File: src/rtl/mips_pkg.sv
// Shared MIPS datapath constants and multiplier sequencer states.
// Imported by the multiplier sequencer and its adder.
package mips_pkg;

  localparam int WORD_W    = 32;
  localparam int MULT_ITER = 32;

  typedef enum logic [1:0] {
    MS_IDLE = 2'd0,
    MS_RUN  = 2'd1,
    MS_DONE = 2'd2
  } ms_state_e;

endpackage

File: src/rtl/add32.sv
// 32-bit combinational adder shared with the ALU.
// No carry-out; callers derive one from the operand and sum MSBs.
module add32
  import mips_pkg::*;
(
  input  logic [WORD_W-1:0] a,
  input  logic [WORD_W-1:0] b,
  output logic [WORD_W-1:0] sum
);

  assign sum = a + b;

endmodule

File: src/rtl/mult_seq.sv
// Unsigned 32x32->64 shift-add multiplier sequencer (MULTU).
// One add32 step per clock; product lands in HI/LO.
module mult_seq
  import mips_pkg::*;
#(
  parameter int WIDTH = 32,
  parameter int CNT_W = 6
) (
  input  logic             clk,
  input  logic             rst_n,
  input  logic             start,
  input  logic [WIDTH-1:0] mcand,
  input  logic [WIDTH-1:0] mplier,
  output logic             busy,
  output logic             done,
  output logic [WIDTH-1:0] hi,
  output logic [WIDTH-1:0] lo
);

  if (WIDTH != WORD_W) begin : g_bad_width
    $error("mult_seq: WIDTH must equal 32");
  end
  if ((2 ** CNT_W) <= WIDTH) begin : g_bad_cnt
    $error("mult_seq: CNT_W too narrow");
  end

  localparam logic [CNT_W-1:0] LAST = CNT_W'(MULT_ITER - 1);

  ms_state_e        state_q, state_d;
  logic [WIDTH-1:0] mreg_q, mreg_d;
  logic [WIDTH-1:0] acc_hi_q, acc_hi_d;
  logic [WIDTH-1:0] acc_lo_q, acc_lo_d;
  logic [CNT_W-1:0] count_q, count_d;
  logic [WIDTH-1:0] hi_q, hi_d;
  logic [WIDTH-1:0] lo_q, lo_d;
  logic             busy_q, busy_d;
  logic             done_q, done_d;

  logic [WIDTH-1:0] add_a, add_b, add_sum;
  logic             carry;

  assign add_a = acc_hi_q;
  assign add_b = acc_lo_q[0] ? mreg_q : '0;

  add32 u_add (
    .a   (add_a),
    .b   (add_b),
    .sum (add_sum)
  );

  assign carry = (add_a[WIDTH-1] & add_b[WIDTH-1])
               | ((add_a[WIDTH-1] | add_b[WIDTH-1])
                  & ~add_sum[WIDTH-1]);

  always_comb begin
    state_d  = state_q;
    mreg_d   = mreg_q;
    acc_hi_d = acc_hi_q;
    acc_lo_d = acc_lo_q;
    count_d  = count_q;
    hi_d     = hi_q;
    lo_d     = lo_q;
    case (state_q)
      MS_IDLE, MS_DONE: begin
        if (start) begin
          mreg_d   = mcand;
          acc_hi_d = '0;
          acc_lo_d = mplier;
          count_d  = '0;
          state_d  = MS_RUN;
        end else begin
          state_d  = MS_IDLE;
        end
      end
      MS_RUN: begin
        // Low 64 bits of {carry,sum,acc_lo} >> 1.
        acc_hi_d = {carry, add_sum[WIDTH-1:1]};
        acc_lo_d = {add_sum[0], acc_lo_q[WIDTH-1:1]};
        count_d  = count_q + CNT_W'(1);
        if (count_q == LAST) begin
          state_d = MS_DONE;
          hi_d    = acc_hi_d;
          lo_d    = acc_lo_d;
        end
      end
      default: state_d = MS_IDLE;
    endcase
    busy_d = (state_d == MS_RUN);
    done_d = (state_d == MS_DONE);
  end

  always_ff @(posedge clk or negedge rst_n) begin
    if (!rst_n) begin
      state_q  <= MS_IDLE;
      mreg_q   <= '0;
      acc_hi_q <= '0;
      acc_lo_q <= '0;
      count_q  <= '0;
      hi_q     <= '0;
      lo_q     <= '0;
      busy_q   <= 1'b0;
      done_q   <= 1'b0;
    end else begin
      state_q  <= state_d;
      mreg_q   <= mreg_d;
      acc_hi_q <= acc_hi_d;
      acc_lo_q <= acc_lo_d;
      count_q  <= count_d;
      hi_q     <= hi_d;
      lo_q     <= lo_d;
      busy_q   <= busy_d;
      done_q   <= done_d;
    end
  end

  assign busy = busy_q;
  assign done = done_q;
  assign hi   = hi_q;
  assign lo   = lo_q;

endmodule

File: config.mk
export PLATFORM = sky130hd
export DESIGN_NAME = mult_seq
export DESIGN_NICKNAME = d
export VERILOG_FILES = /design/src/rtl/mips_pkg.sv /design/src/rtl/add32.sv /design/src/rtl/mult_seq.sv
export SDC_FILE = /design/constraint.sdc
export NUM_CORES = 1
export LEC_CHECK = 0
export BUFFER_PORTS_ARGS = -buffer_cell sky130_fd_sc_hd__buf_2
export CORE_UTILIZATION = 50
export CTS_CLUSTER_SIZE = 14
export DETAILED_ROUTE_END_ITERATION = 10
export PLACE_DENSITY = 0.71
export SLEW_MARGIN = 20
export SYNTH_ARGS = -nofsm -noshare
export SYNTH_HDL_FRONTEND = slang
export SYNTH_SLANG_ARGS = --single-unit
File: constraint.sdc
create_clock -name clk -period 3.1 [get_ports clk]
set_input_delay 0.31 -clock clk [delete_from_list [all_inputs] [get_ports clk]]
set_output_delay 0.31 -clock clk [all_outputs]
set_load 0.05 [all_outputs]
; Word level (Yosys, flattened, before mapping)
; Index checks and enable logic that the tools add are counted.
[totals]
regBits = 170
in_bits = 67
elab_cells = 38
[classes]
addsub = 2
n_eq_ne = 6
muxes = 10
bitwise = 5
n_reduce_logical = 6
[op_table]
columns = op, n
row1 = $pmux W32 S2, 2
row2 = $mux W32, 3
row3 = $add A32 B32 Y32, 1
row4 = $pmux W6 S2, 1
row5 = $add A6 B1 Y6 const B, 1
row6 = $eq A6 B5 Y1 const B, 1
row7 = $mux W6, 1
row8 = $reduce_and A2 Y1, 3
row9 = $eq A2 B1 Y1 const B, 2
row10 = $eq A2 B2 Y1 const B, 2
row11 = $pmux W2 S2, 1
row12 = $and A1 B1 Y1, 2
row13 = $logic_not A2 Y1, 1
row14 = $mux W2, 1
row15 = $ne A2 B2 Y1 const B, 1
row16 = $or A1 B1 Y1, 2
row17 = $reduce_bool A2 Y1, 1
row18 = $reduce_or A2 Y1, 1
row19 = $mux W1, 1
row20 = $not A1 Y1, 1

; Logic depth before layout (Yosys ltp)
[logic_depth]
word_depth = 6
mapped_depth = 15

; Cells and area by module
; Synthesis repeated with hierarchy kept, for this count alone.
[unflattened]
hier_cells = 783
hier_area_um2 = 8356.8
[by_module_without_submodules]
columns = mod, n_inst, cells_each, area_each_um2, seq_area_each_um2
row1 = mult_seq, 1, 562, 6755.2, 4254.1
row2 = add32, 1, 221, 1601.5, 0.0

; Worst setup path before layout
; Ideal clock, no wire load.
[synth_timing]
path_type = flip-flop to flip-flop
start = register acc_lo_q[0]
end = register acc_hi_q[30]
setup_ps = 121
arrival_time_ps = 2976
required_ps = 2979
setup_slack_ps = 3
stages_incl_launch_ff = 14
n_path_buf = 1
period_less_slack_ps = 3097
cell_sequence = dfrtp_1 > clkbuf_1 > and2_1 > ha_1 > nand4_1 > o21bai_1 > a311oi_2 > nor3_2 > nor3_1 > a31oi_1 > o21ai_0 > o21a_1 > fa_1 > a22o_1
[synth_via]
elab_chain_len = 3
[synth_lines]
columns = element, line
row1 = "start, declared", mult_seq.sv:32  ; logic [WIDTH-1:0] acc_lo_q, acc_lo_d;
row2 = "start signal, assigned", mult_seq.sv:107  ; acc_lo_q <= acc_lo_d;
row3 = $mux W32, mult_seq.sv:43  ; assign add_b = acc_lo_q[0] ? mreg_q : '0;
row4 = $add A32 B32 Y32, add32.sv:11  ; assign sum = a + b;
row5 = net add_sum[31], mult_seq.sv:39  ; logic [WIDTH-1:0] add_a, add_b, add_sum;
row6 = $pmux W32 S2, mult_seq.sv:63  ; case (state_q)
row7 = "end signal, assigned", mult_seq.sv:106  ; acc_hi_q <= acc_hi_d;
row8 = "end, declared", mult_seq.sv:31  ; logic [WIDTH-1:0] acc_hi_q, acc_hi_d;
; The timed path passes the listed nets, and every way through them passes these cells.
; A chain may end at the register's enable or synchronous reset.

; Final worst setup path
[layout_timing]
start = register acc_lo_q[0]
end = register acc_hi_q[29]
[layout_via]
elab_chain_len = 3
[layout_lines]
columns = element, line
row1 = $mux W32, mult_seq.sv:43
row2 = $add A32 B32 Y32, add32.sv:11
row3 = $pmux W32 S2, mult_seq.sv:63
; Every way passes these cells.

==> metrics.md <==
| Metric | Value |
|---|---|
| Slew headroom | 0.5086 |
| Total core area | 16,000 µm² |
| Final Hold Viols | 0 |
| Crit-path slowest cell | a211oi_4 |
| DP Worst Slack | -0.1012 ns |
| Max Clock Skew | 0.008584 ns |
| Outcome | completed |
| Fraction of the yosys area taken by sequential cells | 0.5139 |
| Clock latency on the worst-skew pair | 0.43 ns |
| CP arrival | 3.38 ns |
| Post-synthesis cell count | 896 |
| DIE HEIGHT | 130.7 µm |
| Via count | 6,903 |
| Area Growth Syn to Fin | 25.95% |
| Post-Syn Nets | 997 |
| Crit. End Element | flip-flop |
| Fin cells | 1,285 |
| Total CTS buffers | 17 |
| Mapped Area | 8278 µm² |
| Iteration-0 DRC Markers | 446 |
| Synth area leader | dfrtp_1 |
| Total GRT Usage | 0.2469 |
| First-pass detailed-route iteration total | 5 |
| Final Setup Violations | 0 |
| Root buffer cell | clkbuf_16 |
| Adder-cell share of the synthesized area | 0.05320 |
| Number of synthesized flops with an enable pin | 0 |
| Largest family of logic cells by synthesized area | simple AND/OR/NAND/NOR gates |
| Post-Place Cells | 1,242 |
| Total power | 12,030 µW |
| Die Width | 130.7 µm |
| Synth Area in Compound Gates | 0.1469 |
| H-tree Lvls | 4 |
| Share of layout cells above drive strength 1 | 0.2657 |
| Multi-input logic area | 4138 µm² |
| Fmax | 326.4 MHz |
| Util after Layout | 0.6516 |
| Startpoint Class | flip-flop |
| Synth area leaders | dfrtp_1 (51%), nand2_1 (16%), ha_1 (4.8%) |
| Initial antenna violation count | 0 |
| Syn_area_per_cell | 9.239 µm² |
| FF+latch area | 4255 µm² |
| Area of the die | 17,070 µm² |
| Fillers | 1,355 |
| CTS Sinks | 170 |
| Most used DFF post-synth | dfrtp_1 |
| Max incr delay on CP | 0.43 ns |
| Simple-gate share of the synthesized area | 0.2202 |
| Critical Path RT | 3.42 ns |
| GRT Residual Overflow | 0 |
| Fin worst setup slack | 0.03601 ns |
| Clk buf depth | 2 |
| Crit share post-route | 0.9884 |
| Antenna Violating Nets Remaining | 0 |
| Final WL | 20,730 µm |
| Synth cell types | 55 |
| ANT cells | 0 |
| Power per Cell Area | 1154 nW/µm² |
| Post-synth top area share | 0.5139 |
| CTS tree | yes |
| Max_cap viols | 0 |
| Vias in the first global route | 6,561 |
| Minimum clock period | 3.064 ns |
| Count of final max-slew check failures | 0 |
| I/O Buffers | 132 |
| Worst Setup Path Type | reg2reg |
| Synth Area in XOR/XNOR | 0.02751 |
| Routed WL per cell | 16.13 µm |
| Worst slew pin tran | 0.7372 ns |
| Min-Delay Path Class | in2reg |
| Synth warn | 0 |
| Io pins | 133 |
| VDD IR max | 524.7 µV |
| # rows | 46 |
| Final hold slack | 0.06179 ns |
| Post-route DRC | 0 |
| Dpl hpwl | 13,520 µm |
| Asr flop ratio synth | 1.000 |
| Critical-path cell list | buf_6 > and2_1 > ha_1 > buf_4 > o211ai_1 > a21oi_4 > o2111ai_4 > a211oi_4 > o21ai_4 > o311ai_4 > nand3_2 > a32o_1 |
| Crit path max fanout | 7 |
| Initial core utilization | 0.5174 |
| RePlAce Congestion | 0.8627 |
| Flop2flop setup slack | 0.04 ns |
| Clock transition at the registers of the reported paths | 0.07 ns |
| # nets final | 1,157 |
| Mux contribution to synthesized area | 0.01270 |
| First-pass GRT wire length | 32,550 µm |
| Largest net degree at the start of global routing | 64 |
| Vias per cell | 5.372 |
| Leakage | 0.005317 µW |
| Synth Register Bits | 170 |
| Unrepaired setup endpoints after global routing | yes |
layout make-up:
class	count	share of cell area
well taps	216	0.02592
repair buffers	184	0.1051
multi-input cells	670	0.3969
inverters	13	0.004680
clock inverters	15	0.01848
clock buffers	17	0.04080
flip-flops and latches	170	0.4081
final timing paths:
kind,startpoint,endpoint,cells past startpoint
max in group asynchronous,rst_n,acc_lo_q[31],3
worst max-delay path,acc_lo_q[0],acc_hi_q[29],12
worst min-delay path,mcand[15],mreg_q[15],3
worst max register to register,acc_lo_q[0],acc_hi_q[29],12
worst min register to register,lo[27],lo[27],2
min in group asynchronous,rst_n,hi[9],2
cell usage after synthesis (2+ instances only):
master,count
inv_1,12
o31ai_1,7
nand2b_1,7
fa_1,2
a211oi_1,3
and3_1,3
a31oi_1,2
a21oi_2,2
a21o_1,7
dfrtp_1,170
o211ai_1,3
nand3_1,9
o21a_1,6
nand4_1,6
buf_1,11
o21ai_0,23
ha_1,32
a22o_1,27
nor2b_1,6
mux2_2,8
nor2_1,16
nand2_1,344
a21oi_1,31
or3_1,2
o21bai_1,5
a31o_2,3
and2_1,34
nor3_1,3
a22oi_1,32
clkbuf_1,31
xor2_1,10
xnor2_1,16
cell usage in the layout, fill, tap and decap left out, types with 8 or more instances in the layout:
cell and n:
a21oi_1 23, buf_4 46, a22oi_1 32, buf_2 131
o21ai_0 18, and2_1 30, inv_1 11, nor2_1 13
xor2_1 10, clkbuf_16 17, ha_4 10, xnor2_1 15
mux2_2 8, nand2_1 343, dfrtp_1 169, a22o_1 27
ha_1 20, a21oi_2 8
worst max-delay path, delay by kind of cell, from the launching register on:
family          cells  cell delay (ns)
compound gates      7             1.65
fa+ha+maj           1             0.33
buf+inv             2             0.29
flops               1             0.42
simple gates        2             0.25
metal layers:
layer,global-route usage,vias to the layer above,share of wire
li1,-,3337,-
met1,0.3471,3387,0.47
met2,0.3922,154,0.48
met3,0.05090,25,0.036
met4,0.06018,0,0.012
met5,0,-,0
cell families after synthesis:
kind of cell               count (synthesis)
buffers and inverters                     56
AOI/OAI and AO/OA                        165
xor gates and xnor gates                  26
DFF                                      170
and+or+nand+nor                          436
muxes                                      9
adders and majority gates                 34
power breakdown:
group	internal (µW)	switching [µW]
sequential	3160	623
combinational	2250	3770
clock	1290	940
what timing repair did:
| action | CTS | global route |
|---|---|---|
| pin swaps | 6 | 18 |
| endpoints found under the hold margin | 54 | 0 |
| setup buffers | 2 | 8 |
| hold buffers | 1 | 0 |
| setup endpoints to repair | 8 | 20 |
| gates resized for setup | 8 | 51 |
metrics by stage:
step                      instance area, µm²  setup TNS, ns
after floorplan                         8278              0
after CTS                              10070              0
after global routing                   10430        -0.4863
after detailed placement                9413        -0.2111
after global placement                  9413       -0.03115
final                                  10430              0
flip-flops by register name, indices dropped and copies added (netlist names):
| signal | flops |
|---|---|
| count_q | 6 |
| mreg_q | 32 |
| lo | 32 |
| state_q | 2 |
| hi | 32 |
| acc_lo_q | 32 |
| acc_hi_q | 32 |
| done | 1 |
| busy | 1 |
No activity file was read; power rests on OpenSTA's default activity.
